`src/rtl/usb_pkg.sv`:
```
// rtl/usb_pkg.sv - shared constants and receiver state encoding for the usb serial link
package usb_pkg;

    localparam logic [7:0] USB_SYNC_BYTE = 8'h01;
    localparam int         USB_MAX_LEN   = 64;
    localparam int         USB_HUNT_MAX  = 255;

    typedef enum logic [2:0] {
        RX_IDLE,
        RX_HUNT,
        RX_DATA,
        RX_DONE,
        RX_DRAIN
    } rx_state_t;

endpackage

```
`src/rtl/usb_sipo.sv`:
```
// rtl/usb_sipo.sv - MSB-first serial-to-parallel shifter with 3-bit bit counter
module usb_sipo (
    input  logic       clk,
    input  logic       rst,
    input  logic       clear,
    input  logic       shift,
    input  logic       din,
    output logic [7:0] nxt,
    output logic [2:0] bitcnt,
    output logic       byte_done
);

    // Only seven bits are stored; the eighth is the incoming din itself.
    logic [6:0] sr;

    assign nxt       = {sr, din};
    assign byte_done = shift && (bitcnt == 3'd7);

    always_ff @(posedge clk) begin
        if (rst || clear) begin
            sr     <= '0;
            bitcnt <= '0;
        end else if (shift) begin
            sr     <= nxt[6:0];
            bitcnt <= bitcnt + 3'd1;
        end
    end

endmodule

```
`src/rtl/usb_rxf.sv`:
```
// rtl/usb_rxf.sv - serial frame receiver; define USB_RXF_CHK_EN for trailing XOR checksum
module usb_rxf
    import usb_pkg::*;
#(
    parameter logic [7:0] SYNC_DATA = USB_SYNC_BYTE,
    parameter int         MAX_LEN   = USB_MAX_LEN,
    parameter int         HUNT_MAX  = USB_HUNT_MAX,
    parameter int         LEN_W     = 7
) (
    input  logic             clk,
    input  logic             rst,
    input  logic             fire,
    input  logic             din,
    output logic [7:0]       dout,
    output logic             dv,
    output logic             sof,
    output logic             eof,
    output logic [LEN_W-1:0] len,
    output logic             err,
    output logic             chk_ok
);

    localparam int HW = $clog2(HUNT_MAX + 1);

    rx_state_t     state, state_n;
    logic [HW-1:0] huntcnt;
    logic [7:0]    nxt;
    logic [2:0]    bitcnt;
    logic          byte_done;
    logic          armed;
    logic          full;

    logic sipo_clr, sipo_shift, hunt_clr, hunt_inc;
    logic start, accept, err_set, eof_set;

    usb_sipo u_sipo (
        .clk       (clk),
        .rst       (rst),
        .clear     (sipo_clr),
        .shift     (sipo_shift),
        .din       (din),
        .nxt       (nxt),
        .bitcnt    (bitcnt),
        .byte_done (byte_done)
    );

`ifdef USB_RXF_CHK_EN
    logic [7:0] xacc;
    logic       have_byte;
    // len trails the byte count by one so the checksum byte is never counted.
    assign full = have_byte && (len == LEN_W'(MAX_LEN));
`else
    assign full = (len == LEN_W'(MAX_LEN));
`endif

    always_ff @(posedge clk) begin
        if (rst) state <= RX_IDLE;
        else     state <= state_n;
    end

    always_comb begin
        state_n    = state;
        sipo_clr   = 1'b0;
        sipo_shift = 1'b0;
        hunt_clr   = 1'b0;
        hunt_inc   = 1'b0;
        start      = 1'b0;
        accept     = 1'b0;
        err_set    = 1'b0;
        eof_set    = 1'b0;
        case (state)
            RX_IDLE: begin
                // armed gates out the tail of a frame interrupted by reset.
                if (fire && armed) begin
                    state_n  = RX_HUNT;
                    sipo_clr = 1'b1;
                    hunt_clr = 1'b1;
                end
            end
            RX_HUNT: begin
                if (!fire) begin
                    state_n = RX_IDLE;
                end else begin
                    sipo_shift = 1'b1;
                    hunt_inc   = 1'b1;
                    if (nxt == SYNC_DATA && huntcnt >= HW'(7)) begin
                        state_n  = RX_DATA;
                        start    = 1'b1;
                        sipo_clr = 1'b1;
                    end else if (huntcnt == HW'(HUNT_MAX)) begin
                        state_n = RX_DRAIN;
                        err_set = 1'b1;
                        eof_set = 1'b1;
                    end
                end
            end
            RX_DATA: begin
                if (!fire) begin
                    state_n = RX_DONE;
                    err_set = (bitcnt != 3'd0);
                end else begin
                    sipo_shift = 1'b1;
                    if (byte_done) begin
                        if (full) begin
                            state_n = RX_DRAIN;
                            err_set = 1'b1;
                            eof_set = 1'b1;
                        end else begin
                            accept = 1'b1;
                        end
                    end
                end
            end
            RX_DONE: begin
                eof_set = 1'b1;
                state_n = RX_IDLE;
            end
            RX_DRAIN: begin
                if (!fire) state_n = RX_IDLE;
            end
            default: state_n = RX_IDLE;
        endcase
    end

    always_ff @(posedge clk) begin
        if (rst) begin
            huntcnt <= '0;
            armed   <= 1'b0;
            dout    <= '0;
            dv      <= 1'b0;
            sof     <= 1'b0;
            eof     <= 1'b0;
            len     <= '0;
            err     <= 1'b0;
        end else begin
            if (!fire) armed <= 1'b1;
            if (hunt_clr)      huntcnt <= '0;
            else if (hunt_inc) huntcnt <= huntcnt + HW'(1);
            dv  <= accept;
            sof <= start;
            eof <= eof_set;
            if (accept) dout <= nxt;
            if (start) begin
                len <= '0;
                err <= 1'b0;
            end else begin
`ifdef USB_RXF_CHK_EN
                if (accept && have_byte) len <= len + LEN_W'(1);
`else
                if (accept) len <= len + LEN_W'(1);
`endif
                if (err_set) err <= 1'b1;
            end
        end
    end

`ifdef USB_RXF_CHK_EN
    always_ff @(posedge clk) begin
        if (rst) begin
            xacc      <= '0;
            have_byte <= 1'b0;
            chk_ok    <= 1'b0;
        end else if (start) begin
            xacc      <= '0;
            have_byte <= 1'b0;
            chk_ok    <= 1'b0;
        end else begin
            if (accept) begin
                xacc      <= xacc ^ nxt;
                have_byte <= 1'b1;
            end
            // Only a clean end through DONE can pass; timeout and overflow force 0.
            if (eof_set) chk_ok <= (state == RX_DONE) && (xacc == 8'h00) && !err;
        end
    end
`else
    assign chk_ok = 1'b0;
`endif

endmodule

```
`config.mk`:
```
export PLATFORM = sky130hd
export DESIGN_NAME = usb_rxf
export DESIGN_NICKNAME = d
export VERILOG_FILES = /design/src/rtl/usb_pkg.sv /design/src/rtl/usb_sipo.sv /design/src/rtl/usb_rxf.sv
export SDC_FILE = /design/constraint.sdc
export NUM_CORES = 1
export LEC_CHECK = 0
export CAP_MARGIN = 10
export CORE_MARGIN = 3
export CORE_UTILIZATION = 45
export CTS_CLUSTER_DIAMETER = 80
export CTS_CLUSTER_SIZE = 20
export DETAILED_ROUTE_END_ITERATION = 8
export PLACE_DENSITY = 0.67
export SYNTH_ARGS = -nofsm -noshare
export SYNTH_HDL_FRONTEND = slang
export SYNTH_SLANG_ARGS = --single-unit
```
`constraint.sdc`:
```
create_clock -name clk -period 2.2 [get_ports clk]
set_clock_uncertainty 0.1 [all_clocks]
set_input_delay 0.55 -clock clk [delete_from_list [all_inputs] [get_ports clk]]
set_output_delay 0.55 -clock clk [all_outputs]
set_load 0.01 [all_outputs]
```
==> impl_metrics.ini, run 1 <==
[placement]
placed_cell_area_mm2 = 0.00223
gp_congestion = 0.812
io_buffers = 22
dp_slack_ns = -0.0879
place_inst = 278
dp_hpwl_mm = 2.75

[clock_network]
clk_latency_ns = 0.28
cts.sinks = 41
cts_buffers = 5
cts.clk_slew.worst_paths_ns = 0.07
clock_tree.buffer_depth = 2
cts_root_buffer = clkbuf_8
cts_tree = done
cts_htree_levels = 2

[power]
vdd_ir_drop_max_uv = 339
p_leak_nw = 0.961
powerDensity_mw_per_mm2 = 596

[global_route]
grt_max_degree = 13
track_usage = 0.167
grt-ovfl-total = 0
grt_first_pass_wirelength_mm = 6.67
antenna_found_initial = 0
grt_pass1_vias = 1469

[floorplan]
initial_utilization = 0.483
io-pin-count = 24
dieArea_mm2 = 0.00485
row_count = 22
coreArea_mm2 = 0.00377
die_w_um = 69.7
chipHeight_um = 69.7

[setup_path]
crit_path_top_delay_cell = or4b_4
endpoint_kind = flip-flop
cp_data_required_time_ns = 2.31
crit_start = len[4]
crit_family = simple AND/OR/NAND/NOR gates
worstPathArrival_ns = 2.17
crit_path_max_incr_delay_ns = 0.55
cp_max_fo = 4
timing.critical_path.buf_inv = 0
timing.rr.start = len[4]
critPathMostFrequentCell = a21o_1
startpoint_type = flip-flop
cp_cell_sequence = or4b_4, or3_4, a21o_1, a21o_1, a211oi_2
critPathKind = reg2reg

[cells_and_area]
final_util = 0.612
design_area_mm2 = 0.00231
drive_gt1_frac = 0.123
nets = 247
diodes = 0
syn_to_final_growth_pct = 26.7
final_cells = 284

[synthesis]
netlist.area_leader.share = 0.450
synthFlopType = dfxtp_1
synth_area_leaders = dfxtp_1, mux2i_1, nor2_1
synth_seq_area_share = 0.450
synth_edf_count = 0
synth_compound_area_frac = 0.0810
synth_top_family_by_area = simple AND/OR/NAND/NOR gates
ys_types = 35
postSynthAreaPerCell_um2 = 9.07
yosys.area.top_type = dfxtp_1
synth-async-reset-ratio = 0
syn_area_mm2 = 0.00182
synth_xor_area_frac = 0.0625
ys_ff_latch = 41
ys_warn_count = 0
synthAdderAreaFrac = 0.0412
syn-num-nets = 211
synth-simple-area-share = 0.209
synthCells = 201
synth_mux_area_frac = 0.104

[routing]
drt_first_pass_iters = 4
viasPerCell = 5.16
drc = 0
drt_iter0_drc = 52
ant_nets = 0
vias = 1466
post_drt_wl_per_cell_um = 12.9
drt_wl_total_mm = 3.68

[timing]
hold_viol = 0
setup_viol = 0
holdWs_ns = 0.370
drv_slew = 0
timing.final.crit_share = 0.935
fin_crit_ns = 2.06
rsz0062_at_grt = false
fin_ws_ns = 0.144
fmax_mhz = 486

[outcome]
status = finished clean

[min_path]
hold_start = armed
hp-class = reg2reg

[flow_run]
maxCapViolCount = 0
## per-stage QoR
stage          power, W  TNS, ns
4_1_cts         0.00140        0
3_3_place_gp   0.000946  -0.0906
6_report        0.00138        0
5_1_grt         0.00144        0
2_1_floorplan  0.000892        0
3_5_place_dp   0.000953   -0.353
## cell usage after synthesis (2+ instances only)
| library cell | count |
|---|---|
| nand2b_1 | 2 |
| nand4_1 | 3 |
| a21oi_1 | 10 |
| nor3_1 | 2 |
| dfxtp_1 | 41 |
| mux2i_1 | 19 |
| ha_1 | 6 |
| buf_4 | 2 |
| xor2_1 | 7 |
| inv_1 | 11 |
| and3_1 | 4 |
| nand2_1 | 9 |
| clkbuf_1 | 8 |
| nor4_1 | 3 |
| or3_1 | 2 |
| xnor2_1 | 6 |
| nand3_1 | 6 |
| o21ai_0 | 2 |
| nor2_1 | 41 |
| a21o_1 | 2 |
## worst register-to-register path, cell delays in order, from the launching register on
cell	delay, ns
dfxtp_1	0.34
or4b_4	0.55
or3_4	0.41
a21o_1	0.21
a21o_1	0.17
a211oi_2	0.20
## state kept, by name, indices dropped and copies added (netlist names)
| name | flops |
|---|---|
| len | 7 |
| sof | 1 |
| armed | 1 |
| u_sipo.sr | 7 |
| dv | 1 |
| u_sipo.bitcnt | 3 |
| huntcnt | 8 |
| dout | 8 |
| state | 3 |
| err | 1 |
| eof | 1 |
## cells by family (layout without fill, tap and decap cells)
family                     count (synthesis)  in the layout
AOI/OAI and AO/OA                         21             21
xor gates and xnor gates                  13             13
adders and majority gates                  6              6
muxes                                     19             19
other                                      1              1
DFF                                       41             41
buffers and inverters                     22             57
and+or+nand+nor                           78             78
## cell type report
class / instances / area (um^2)
multi-input combinational: 138 / 921
clock buffer: 5 / 68.8
fill: 320 / 1460
tap: 48 / 60.1
timing repair buffer: 40 / 393
inverter: 11 / 41.3
clock inverter: 1 / 5.00
sequential: 41 / 821
## report_power, final
part / internal (W) / switching [W] / leakage [nW]
Sequential: 0.000756 / 0.0000173 / 0.331
Combinational: 0.0000843 / 0.0000796 / 0.591
Clock: 0.000208 / 0.000231 / 0.0399
Total: 0.00105 / 0.000328 / 0.961
## cells in the final DEF (no fill, tap or decap), types with 5 or more instances in the layout
cell type         n
clkbuf_8          5
ha_1              6
a21oi_1          10
nand3_1           6
buf_4            15
nor2_1           41
inv_1            11
mux2i_1          19
xor2_1            7
xnor2_1           6
dfxtp_1          41
clkdlybuf4s50_1  22
nand2_1           9
## repair_timing
action	CTS	global route
gates resized for setup	0	1
endpoints found under the setup margin	0	5
buffers inserted	0	0
hold buffers	0	0
## routing by layer
layer,up-vias,global-route usage,share of wire
met3,6,0.0565,0.040
met5,-,0,0
met4,0,0.0447,0.010
met1,700,0.205,0.47
li1,739,-,-
met2,21,0.281,0.48
## path summary, 6_finish.rpt
| kind | slack (ns) | endpoint | cells past startpoint |
|---|---|---|---|
| max reg2reg | 0.14 | state[2] | 5 |
| min | 0.37 | armed | 2 |
| min reg2reg | 0.37 | armed | 2 |
| max | 0.14 | state[2] | 5 |
No activity file was read; power rests on OpenSTA's default activity.
==> run 2: changes to the inputs <==
--- a/config.mk
+++ b/config.mk
@@ -6,12 +6,13 @@
 export NUM_CORES = 1
 export LEC_CHECK = 0
 export CAP_MARGIN = 10
-export CORE_MARGIN = 3
-export CORE_UTILIZATION = 45
+export CELL_PAD_IN_SITES_DETAIL_PLACEMENT = 1
+export CELL_PAD_IN_SITES_GLOBAL_PLACEMENT = 1
+export CORE_UTILIZATION = 41
 export CTS_CLUSTER_DIAMETER = 80
 export CTS_CLUSTER_SIZE = 20
 export DETAILED_ROUTE_END_ITERATION = 8
-export PLACE_DENSITY = 0.67
+export PLACE_DENSITY_LB_ADDON = 0.1
 export SYNTH_ARGS = -nofsm -noshare
 export SYNTH_HDL_FRONTEND = slang
 export SYNTH_SLANG_ARGS = --single-unit
==> run 2 against run 1 <==
Clock power increased by 11%. Largest power group unchanged. Sequential cell count stayed put. Cell count up 0.35%. Largest cell class unchanged. Critical endpoint is now len[2]. Critical path depth down 4. Total power increased by 3.5%. Wire length rose by 20%. Highest routed layer unchanged. Register-to-register slack got worse by 0.02 ns. Via count grew 2.5%. Sequential power hardly changed. Count of clock-buffer cells in the layout unchanged.
==> impl_metrics.ini, run 2 (synthesis gave the netlist of run 1 again) <==
[floorplan]
die_w_um = 68.7
dieArea_mm2 = 0.00472
row_count = 23
initial_utilization = 0.440
io-pin-count = 24
coreArea_mm2 = 0.00414
chipHeight_um = 68.7

[cells_and_area]
final_cells = 285
area.sequential_um2 = 821
design_area_mm2 = 0.00229
nets = 244
reg_top3 = dout (8), huntcnt (8)
multiInputGateArea_um2 = 911
mostFrequentLayoutCells = nor2_1, dfxtp_1, clkdlybuf4s50_1
final_util = 0.553
nFillCells = 488
syn_to_final_growth_pct = 25.7
drive_gt1_frac = 0.119
diodes = 0

[placement]
place_inst = 277
dp_hpwl_mm = 3.33
placed_cell_area_mm2 = 0.00221
gp_congestion = 0.731
io_buffers = 22

[routing]
post_drt_wl_per_cell_um = 15.5
vias = 1502
ant_nets = 0
drt_iter0_drc = 69
drt_wl_total_mm = 4.42
drt_first_pass_iters = 4
viasPerCell = 5.27
drc = 0

[global_route]
grt_first_pass_wirelength_mm = 7.13
track_usage = 0.213
grt_pass1_vias = 1480
grt_max_degree = 14
grt-ovfl-total = 0
antenna_found_initial = 0

[setup_path]
crit_family = buffers and inverters
timing.rr.start = len[4]
crit_start = len[2]
cp.depth = 1
r2r_slack_ns = 0.12
critPathKind = reg2out
timing.critical_path.buf_inv = 1
crit_path_max_incr_delay_ns = 0.64
cp_max_fo = 7
crit_path_top_delay_cell = clkdlybuf4s50_1
endpoint_kind = output port
r2r-end = dout[2]
worstPathArrival_ns = 1.44
startpoint_type = flip-flop
cp_data_required_time_ns = 1.55
cp_cell_sequence = clkdlybuf4s50_1
ff2ff_path_depth = 5

[timing]
max_slew.worst_pin.slew_ns = 0.585
fin_tns_setup_ns = 0
rsz0062_at_grt = false
fmax_mhz = 480
slew_headroom = 0.610
hold_viol = 0
setup_viol = 0
fin_crit_ns = 2.09
timing.final.crit_share = 0.948
drv_slew = 0

[power]
p_leak_nw = 0.954
powerDensity_mw_per_mm2 = 622
vdd_ir_drop_max_uv = 322

[clock_network]
cts.clk_slew.worst_paths_ns = 0.08
cts_root_buffer = clkbuf_8
clock_tree.buffer_depth = 2
cts_buffers = 5
cts.sinks = 41
cts_tree = done
cts-resized-gates = 0
cts_hold_buf = 0
cts_htree_levels = 2
postCtsSetupRepairBufs = 0
clk_latency_ns = 0.30

[min_path]
min_to = armed
hold_depth = 2
hp-class = reg2reg
hold_start = armed

[flow_run]
maxCapViolCount = 0

[outcome]
status = finished clean
## run 2: cell types whose count changed in the layout (fill, tap and decap cells not counted)
cell | before | now
buf_4 | 15 | 12
clkinv_2 | 1 | 2
clkinvlp_4 | 0 | 1
o311ai_2 | 0 | 1
o311ai_4 | 1 | 0
## run 2: power breakdown
part,internal (W),leakage [nW],total (W),switching (W)
Sequential,0.000755,0.331,0.000775,0.0000193
Combinational,0.0000809,0.580,0.000162,0.0000811
Clock,0.000219,0.0439,0.000488,0.000269
## run 2: metal layers
metal | vias up | routed length (um) | global-route usage
li1 | 740 | - | -
met1 | 721 | 2060 | 0.258
met2 | 30 | 2140 | 0.360
met3 | 11 | 134 | 0.0493
met4 | 0 | 90 | 0.0859
met5 | - | 0 | 0
## run 2: area by class of cell
| class | count | share of cell area |
|---|---|---|
| Clock buffer | 5 | 0.0300 |
| Clock inverter | 3 | 0.00764 |
| Inverter | 11 | 0.0180 |
| Multi-Input combinational cell | 138 | 0.397 |
| Sequential cell | 41 | 0.358 |
| Tap cell | 50 | 0.0273 |
| Timing Repair Buffer | 37 | 0.162 |
## run 2: through the flow
| step | total power (W) | setup slack, ns | hold WS, ns |
|---|---|---|---|
| global route | 0.00149 | 0.00631 | 0.444 |
| detailed placement | 0.000953 | -0.166 | 0.393 |
| global placement | 0.000942 | -0.0728 | 0.375 |
| floorplan | 0.000892 | 0.208 | 0.339 |
| finish | 0.00142 | 0.115 | 0.397 |
| CTS | 0.00145 | 0.0940 | 0.404 |
## run 2: worst max path at each step
| stage | endpoint | slack, ns |
|---|---|---|
| after floorplan | state[2] | 0.21 |
| after global placement | huntcnt[7] | -0.07 |
| after detailed placement | huntcnt[7] | -0.17 |
| after CTS | len[2] | 0.09 |
| after global routing | dout[2] | 0.006 |
| final | len[2] | 0.11 |
